$ cat config.mk
export PLATFORM = sky130hd
export DESIGN_NAME = computie_bus_master
export DESIGN_NICKNAME = d
export VERILOG_FILES = /design/src/rtl/computie_bus_pkg.sv /design/src/rtl/computie_bus_sync.sv /design/src/rtl/computie_bus_master.sv
export SDC_FILE = /design/constraint.sdc
export NUM_CORES = 1
export LEC_CHECK = 0
export ABC_AREA = 1
export BUFFER_PORTS_ARGS = -buffer_cell sky130_fd_sc_hd__buf_2
export CORE_UTILIZATION = 45
export DETAILED_ROUTE_END_ITERATION = 8
export HOLD_SLACK_MARGIN = 0.08
export MAX_ROUTING_LAYER = met4
export PLACE_DENSITY_LB_ADDON = 0.2
export SLEW_MARGIN = 5
export SYNTH_ARGS = -nofsm -noshare
export SYNTH_HDL_FRONTEND = slang
export SYNTH_SLANG_ARGS = --single-unit
$ cat constraint.sdc
create_clock -name clk -period 1.4 [get_ports clk]
set_input_delay 0.14 -clock clk [delete_from_list [all_inputs] [get_ports clk]]
set_output_delay 0.14 -clock clk [all_outputs]
set_load 0.03 [all_outputs]
$ cat src/rtl/computie_bus_pkg.sv
// Shared definitions for the computie bus master and device controllers.
package computie_bus_pkg;

    typedef enum logic [2:0] {
        IDLE,
        ADDR,
        STROBE,
        DATA,
        RELEASE
    } bus_state_e;

    localparam logic BUS_SEND     = 1'b1;
    localparam logic BUS_RECEIVE  = 1'b0;
    localparam logic DIR_TO_BUS   = 1'b1;
    localparam logic DIR_FROM_BUS = 1'b0;

endpackage

$ cat src/rtl/computie_bus_sync.sv
// Two-flop synchronizer for asynchronous bus handshake inputs, with a
// configurable reset value so idle-high strobes come up deasserted.
module computie_bus_sync #(
    parameter int               WIDTH     = 1,
    parameter logic [WIDTH-1:0] RESET_VAL = '0
) (
    input  logic             clk,
    input  logic             rst_n,
    input  logic [WIDTH-1:0] async_i,
    output logic [WIDTH-1:0] sync_o
);

    logic [WIDTH-1:0] meta_q;
    logic [WIDTH-1:0] sync_q;

    always_ff @(posedge clk or negedge rst_n) begin
        if (!rst_n) begin
            meta_q <= RESET_VAL;
            sync_q <= RESET_VAL;
        end else begin
            meta_q <= async_i;
            sync_q <= meta_q;
        end
    end

    assign sync_o = sync_q;

endmodule

$ cat src/rtl/computie_bus_master.sv
// Initiator for the multiplexed computie bus: one full address/data cycle per
// request, with ack/berr handshake, timeout and registered bus controls.
module computie_bus_master
    import computie_bus_pkg::*;
#(
    parameter int BITWIDTH       = 32,
    parameter int TIMEOUT_CYCLES = 255
) (
    input  logic                clk,
    input  logic                reset_n,
    input  logic                req_valid,
    output logic                req_ready,
    input  logic                req_write,
    input  logic [BITWIDTH-1:0] req_addr,
    input  logic [BITWIDTH-1:0] req_wdata,
    output logic                rsp_valid,
    output logic [BITWIDTH-1:0] rsp_rdata,
    output logic                rsp_error,
    output logic                addr_strobe,
    output logic                read_write,
    input  logic                data_ack_n,
    input  logic                bus_error_n,
    output logic                send_receive,
    output logic                addr_oe,
    output logic                data_oe,
    output logic                data_dir,
    output logic                demux_oe,
    input  logic [BITWIDTH-1:0] from_bus,
    output logic [BITWIDTH-1:0] to_bus
);

    localparam int            CW       = $clog2(TIMEOUT_CYCLES + 1);
    localparam logic [CW-1:0] CNT_LAST = CW'(TIMEOUT_CYCLES - 1);

    logic ack_s, berr_s;

    computie_bus_sync #(.WIDTH(1), .RESET_VAL(1'b1)) u_ack_sync (
        .clk     (clk),
        .rst_n   (reset_n),
        .async_i (data_ack_n),
        .sync_o  (ack_s)
    );

    computie_bus_sync #(.WIDTH(1), .RESET_VAL(1'b1)) u_berr_sync (
        .clk     (clk),
        .rst_n   (reset_n),
        .async_i (bus_error_n),
        .sync_o  (berr_s)
    );

    bus_state_e          state_q, state_d;
    logic [BITWIDTH-1:0] addr_q, addr_d, wdata_q, wdata_d, rdata_q, rdata_d;
    logic [BITWIDTH-1:0] to_bus_q, to_bus_d;
    logic                write_q, write_d, err_q, err_d;
    logic [CW-1:0]       cnt_q, cnt_d;
    logic                ready_q, ready_d, rvld_q, rvld_d, rerr_q, rerr_d;
    logic                as_q, as_d, rw_q, rw_d, sr_q, sr_d;
    logic                aoe_q, aoe_d, doe_q, doe_d, ddir_q, ddir_d, dmx_q, dmx_d;

    always_comb begin
        state_d = state_q;
        addr_d  = addr_q;
        wdata_d = wdata_q;
        write_d = write_q;
        err_d   = err_q;
        cnt_d   = cnt_q;
        rdata_d = rdata_q;

        case (state_q)
            IDLE: begin
                if (req_valid && ready_q) begin
                    addr_d  = req_addr;
                    wdata_d = req_wdata;
                    write_d = req_write;
                    err_d   = 1'b0;
                    state_d = ADDR;
                end
            end
            ADDR:   state_d = STROBE;
            STROBE: begin
                cnt_d   = '0;
                state_d = DATA;
            end
            DATA: begin
                cnt_d = cnt_q + 1'b1;
                // Bus error wins over ack, ack wins over timeout.
                if (!berr_s) begin
                    err_d   = 1'b1;
                    cnt_d   = '0;
                    state_d = RELEASE;
                end else if (!ack_s) begin
                    if (!write_q) rdata_d = from_bus;
                    cnt_d   = '0;
                    state_d = RELEASE;
                end else if (cnt_q == CNT_LAST) begin
                    err_d   = 1'b1;
                    cnt_d   = '0;
                    state_d = RELEASE;
                end
            end
            RELEASE: begin
                // Wait for the target to let go, but never forever.
                cnt_d = cnt_q + 1'b1;
                if ((ack_s && berr_s) || cnt_q == CNT_LAST) state_d = IDLE;
            end
            default: state_d = IDLE;
        endcase

        // Bus outputs are registered from the next state so they line up
        // with the state the FSM is actually in.
        ready_d = (state_d == IDLE);
        rvld_d  = (state_q == RELEASE) && (state_d == IDLE);
        rerr_d  = rvld_d ? err_q : rerr_q;
        as_d    = !((state_d == STROBE) || (state_d == DATA));
        rw_d    = (state_d == IDLE) ? 1'b1 : ~write_d;
        sr_d    = ((state_d == ADDR) || (state_d == STROBE) || (state_d == DATA))
                  ? BUS_SEND : BUS_RECEIVE;
        aoe_d   = (state_d == ADDR) || (state_d == STROBE);
        doe_d   = (state_d == DATA);
        ddir_d  = ((state_d == DATA) && write_d) ? DIR_TO_BUS : DIR_FROM_BUS;
        dmx_d   = aoe_d || ((state_d == DATA) && write_d);
        if (aoe_d)
            to_bus_d = addr_d;
        else if ((state_d == DATA) && write_d)
            to_bus_d = wdata_d;
        else
            to_bus_d = to_bus_q;
    end

    always_ff @(posedge clk or negedge reset_n) begin
        if (!reset_n) begin
            state_q  <= IDLE;
            addr_q   <= '0;
            wdata_q  <= '0;
            rdata_q  <= '0;
            to_bus_q <= '0;
            write_q  <= 1'b0;
            err_q    <= 1'b0;
            cnt_q    <= '0;
            ready_q  <= 1'b1;
            rvld_q   <= 1'b0;
            rerr_q   <= 1'b0;
            as_q     <= 1'b1;
            rw_q     <= 1'b1;
            sr_q     <= BUS_RECEIVE;
            aoe_q    <= 1'b0;
            doe_q    <= 1'b0;
            ddir_q   <= DIR_FROM_BUS;
            dmx_q    <= 1'b0;
        end else begin
            state_q  <= state_d;
            addr_q   <= addr_d;
            wdata_q  <= wdata_d;
            rdata_q  <= rdata_d;
            to_bus_q <= to_bus_d;
            write_q  <= write_d;
            err_q    <= err_d;
            cnt_q    <= cnt_d;
            ready_q  <= ready_d;
            rvld_q   <= rvld_d;
            rerr_q   <= rerr_d;
            as_q     <= as_d;
            rw_q     <= rw_d;
            sr_q     <= sr_d;
            aoe_q    <= aoe_d;
            doe_q    <= doe_d;
            ddir_q   <= ddir_d;
            dmx_q    <= dmx_d;
        end
    end

    assign req_ready    = ready_q;
    assign rsp_valid    = rvld_q;
    assign rsp_error    = rerr_q;
    assign rsp_rdata    = rdata_q;
    assign addr_strobe  = as_q;
    assign read_write   = rw_q;
    assign send_receive = sr_q;
    assign addr_oe      = aoe_q;
    assign data_oe      = doe_q;
    assign data_dir     = ddir_q;
    assign demux_oe     = dmx_q;
    assign to_bus       = to_bus_q;

endmodule

==> run summary <==
The ratio of routed vias to standard cells came out at 4.83. After synthesis, the netlist uses 26 different library cells. The deepest clock path buffer count is 2. The post-synthesis sequential area ratio came out at 62.0%. During I/O placement, the number of pins put on the boundary was 176. The maximum clock rate is 0.628 GHz.

In the routed design, unresolved DRC markers number 0. The area growth from synthesis to layout is 58.2%. The vertical extent of the die came out at 120 um.

The area of the core region is 13,400 um^2. Detailed routing inserted a total of 5,869 vias. The total number of clock tree sinks came out at 155. In this run the remaining antenna-violating nets after routing total 0. Setup repair after global routing could not meet its margin everywhere.

The critical path launch point type is a flop. In this run, CTS created clock tree buffers numbering 17. The delay of the slowest cell on the worst path is 0.54 ns. The die is 120 um wide.

The cell depth of the worst flop-to-flop path came out at 7. For this design, the slowest cell found on the critical path is sky130_fd_sc_hd__dfstp_2. The worst clock skew came out at 0.00959 ns. The synthesized design contains 155 register bits. The half-perimeter wire length after placement is 10,300 um. After the last flow step, the layout net total stands at 1,130. The count of buffering cells on the critical path with inverters included is 1.

Synthesis produced a netlist whose cell count is 698. The final setup violation count came out at 117. The Yosys step of the flow raised 0 warnings. The first-iteration detailed-routing DRC count came out at 265.

The worst setup path is captured at a flop. The time the worst path needs with I/O delays and setup came out at 1.59 ns. In this run the worst path has a maximum fanout of 64. The number of detailed-routing iterations run before antenna repair came out at 5. The placement-stage worst setup slack is -0.202 ns. The ratio of cells with drive above 1 in the final layout is 37.5%. The starting density of the core came out at 46.8%. The highest ir drop seen on vdd came out at 1.35 mV. Clock-pin slew was measured on the worst setup and hold paths at 0.06 ns.

The final estimated routing congestion in global placement is 0.849. Max-cap violations in this run came to 0. For the worst-skew pair, the clock arrives at the later sink with an insertion delay of 0.42 ns. The wire length of the first global-routing pass came out at 28,900 um. The number of antenna violations at the first check in global routing came out at 0. The fraction of the core area covered by cells at the end of the flow is 74.0%. The critical path crosses 7 cells after its start point. The worst setup slack after layout came out at -0.192 ns. The path class of the tightest hold or removal check is input pin to flop. Leaving out fill and tap cells, the most frequent cells in the layout are 266 x sky130_fd_sc_hd__nand2_1, 174 x sky130_fd_sc_hd__buf_2, 148 x sky130_fd_sc_hd__dfrtp_1.

The cell that appears most often on the critical path is sky130_fd_sc_hd__nand2_1. The worst slew margin relative to its limit is 79.3%. The transition time at the pin with the least slew margin is 0.311 ns. The clock tree synthesis step divided the H-tree into 4 levels. The critical setup path kind is flop to flop.

After layout, the worst path uses 114% of the clock period. The final-report hold violation count was 0. At the worst endpoint, the required time is 1.75 ns.

The aggregate global routing overflow is 0. The signal on the critical path passes through nand3_2 > nor2_4 > buf_12 > nand2_1 > nand2_1 > nand2_1 > nand3_1. The full die area is 14,400 um^2. Buffers placed on the I/O ports in this run total 175.

The via count of the first global-routing pass came to 6,210. The synthesized area per cell came out at 8.99 um^2. Counting every net in the synthesized netlist gives 802.

The cell count of the worst hold path came out at 4. Clock tree synthesis selected as its root buffer the cell sky130_fd_sc_hd__clkbuf_16. The arrival time reported for the critical path endpoint came out at 1.94 ns.

The final reports fail on setup timing. The combined area of all synthesized cells came out at 6270 um^2. The total count of max-transition violations in the final report came out at 0. Leaving out fill and tap cells, the most frequent cell in the layout is sky130_fd_sc_hd__nand2_1. The number of antenna diodes in the final layout is 0. The total detailed-routing wirelength came out at 18,200 um. The run finished, with violations left. The average detailed-routed wire length per instance came out at 15.0 um. After floorplanning, the core was divided into 42 placement rows. The cell family contributing the most delay on the critical path is simple AND/OR/NAND/NOR gates. The maximum number of pins on one net before global-route repair came out at 65. The power per unit of standard cell area is 2180 nW/um^2. The overall routing resource usage is 26.5%.

The static leakage came out at 5.22 nW. TritonCTS built the clock tree.
kinds of logic after synthesis:
group                    Yosys count  synth area share, %
AO/OA/AOI/OAI                     44                 3.63
XOR/XNOR                           2                0.279
adder cells (fa/ha/maj)            2                0.399
buffers and inverters             85                 6.76
flip-flops                       155                 62.0
AND/OR/NAND/NOR                  410                 27.0
path summary, 6_finish.rpt:
path / from / end / slack, ns
max: req_ready / to_bus[8] / -0.19
min: req_write / write_q / 0.13
max reg2reg: req_ready / to_bus[8] / -0.19
min reg2reg: u_ack_sync.meta_q / u_ack_sync.sync_o / 0.36
max in group asynchronous: reset_n / req_ready / 0.62
min in group asynchronous: reset_n / addr_q[27] / 0.17
stage by stage:
stage	setup TNS, ns	area, um^2	power, mW	hold slack, ns	instances
finish	-8.86	9920	21.6	0.129	1215
global route	-17.49	9920	22.9	0.122	1215
CTS	-9.16	9500	20.7	0.0995	1207
detailed placement	-7.06	7650	15.6	0.0359	1067
global placement	-5.35	7650	15.3	0.0300	1067
floorplan	-6.19	6300	12.7	-0.156	698
tightest hold or removal path, cell delays in order:
cell and delay [ns]:
sky130_fd_sc_hd__buf_2 0.10, sky130_fd_sc_hd__nand2_1 0.06, sky130_fd_sc_hd__o21ai_2 0.08, sky130_fd_sc_hd__buf_4 0.13
repair_timing:
action / 4_1_cts / 5_1_grt
endpoints found under the hold margin: 277 / 0
gates cloned: 4 / 0
gates resized for setup: 41 / 111
hold buffers: 99 / 0
setup endpoints to repair: 69 / 147
setup buffers: 6 / 10
pin swaps: 8 / 19
layer usage:
layer  wire [um]  vias up  GRT usage [%]
met5           0        -              -
met4         386        0           9.45
li1            -     2830              -
met2        9320      207           45.4
met3         925       38           5.04
met1        7600     2794           31.2
state kept, by name, indices dropped and copies added (netlist names), 3 cells and up:
name       flops
addr_q        32
rsp_rdata     32
to_bus        32
wdata_q       32
cnt_q          8
state_q        3
cell usage after synthesis, drive strengths merged:
| master | instances | area [um^2] |
|---|---|---|
| nor3b | 1 | 12.5 |
| xor2 | 2 | 17.5 |
| o21ai | 39 | 199 |
| nor3 | 3 | 15.0 |
| inv | 53 | 204 |
| dfrtp | 148 | 3700 |
| buf | 24 | 190 |
| a21oi | 4 | 20.0 |
| nand2 | 315 | 1190 |
| clkbuf | 8 | 30.0 |
| a22o | 1 | 8.76 |
| nor2 | 13 | 63.8 |
| nand3 | 78 | 405 |
| dfstp | 7 | 184 |
| ha | 2 | 25.0 |
cell type report:
class | instances | area (um^2)
tap | 176 | 220
fill | 929 | 3480
multi-input combinational | 458 | 2400
inverter | 53 | 214
sequential | 155 | 3890
timing repair buffer | 341 | 2620
clock inverter | 11 | 119
clock buffer | 21 | 460
where the power goes:
| group | internal, mW | total, mW | switching, mW | leakage [nW] |
|---|---|---|---|---|
| Combinational | 3.58 | 9.77 | 6.19 | 3.03 |
| Sequential | 6.42 | 7.32 | 0.907 | 1.91 |
| Clock | 2.71 | 4.50 | 1.79 | 0.275 |
| Total | 12.7 | 21.6 | 8.89 | 5.22 |
No activity file was read; power rests on OpenSTA's default activity.
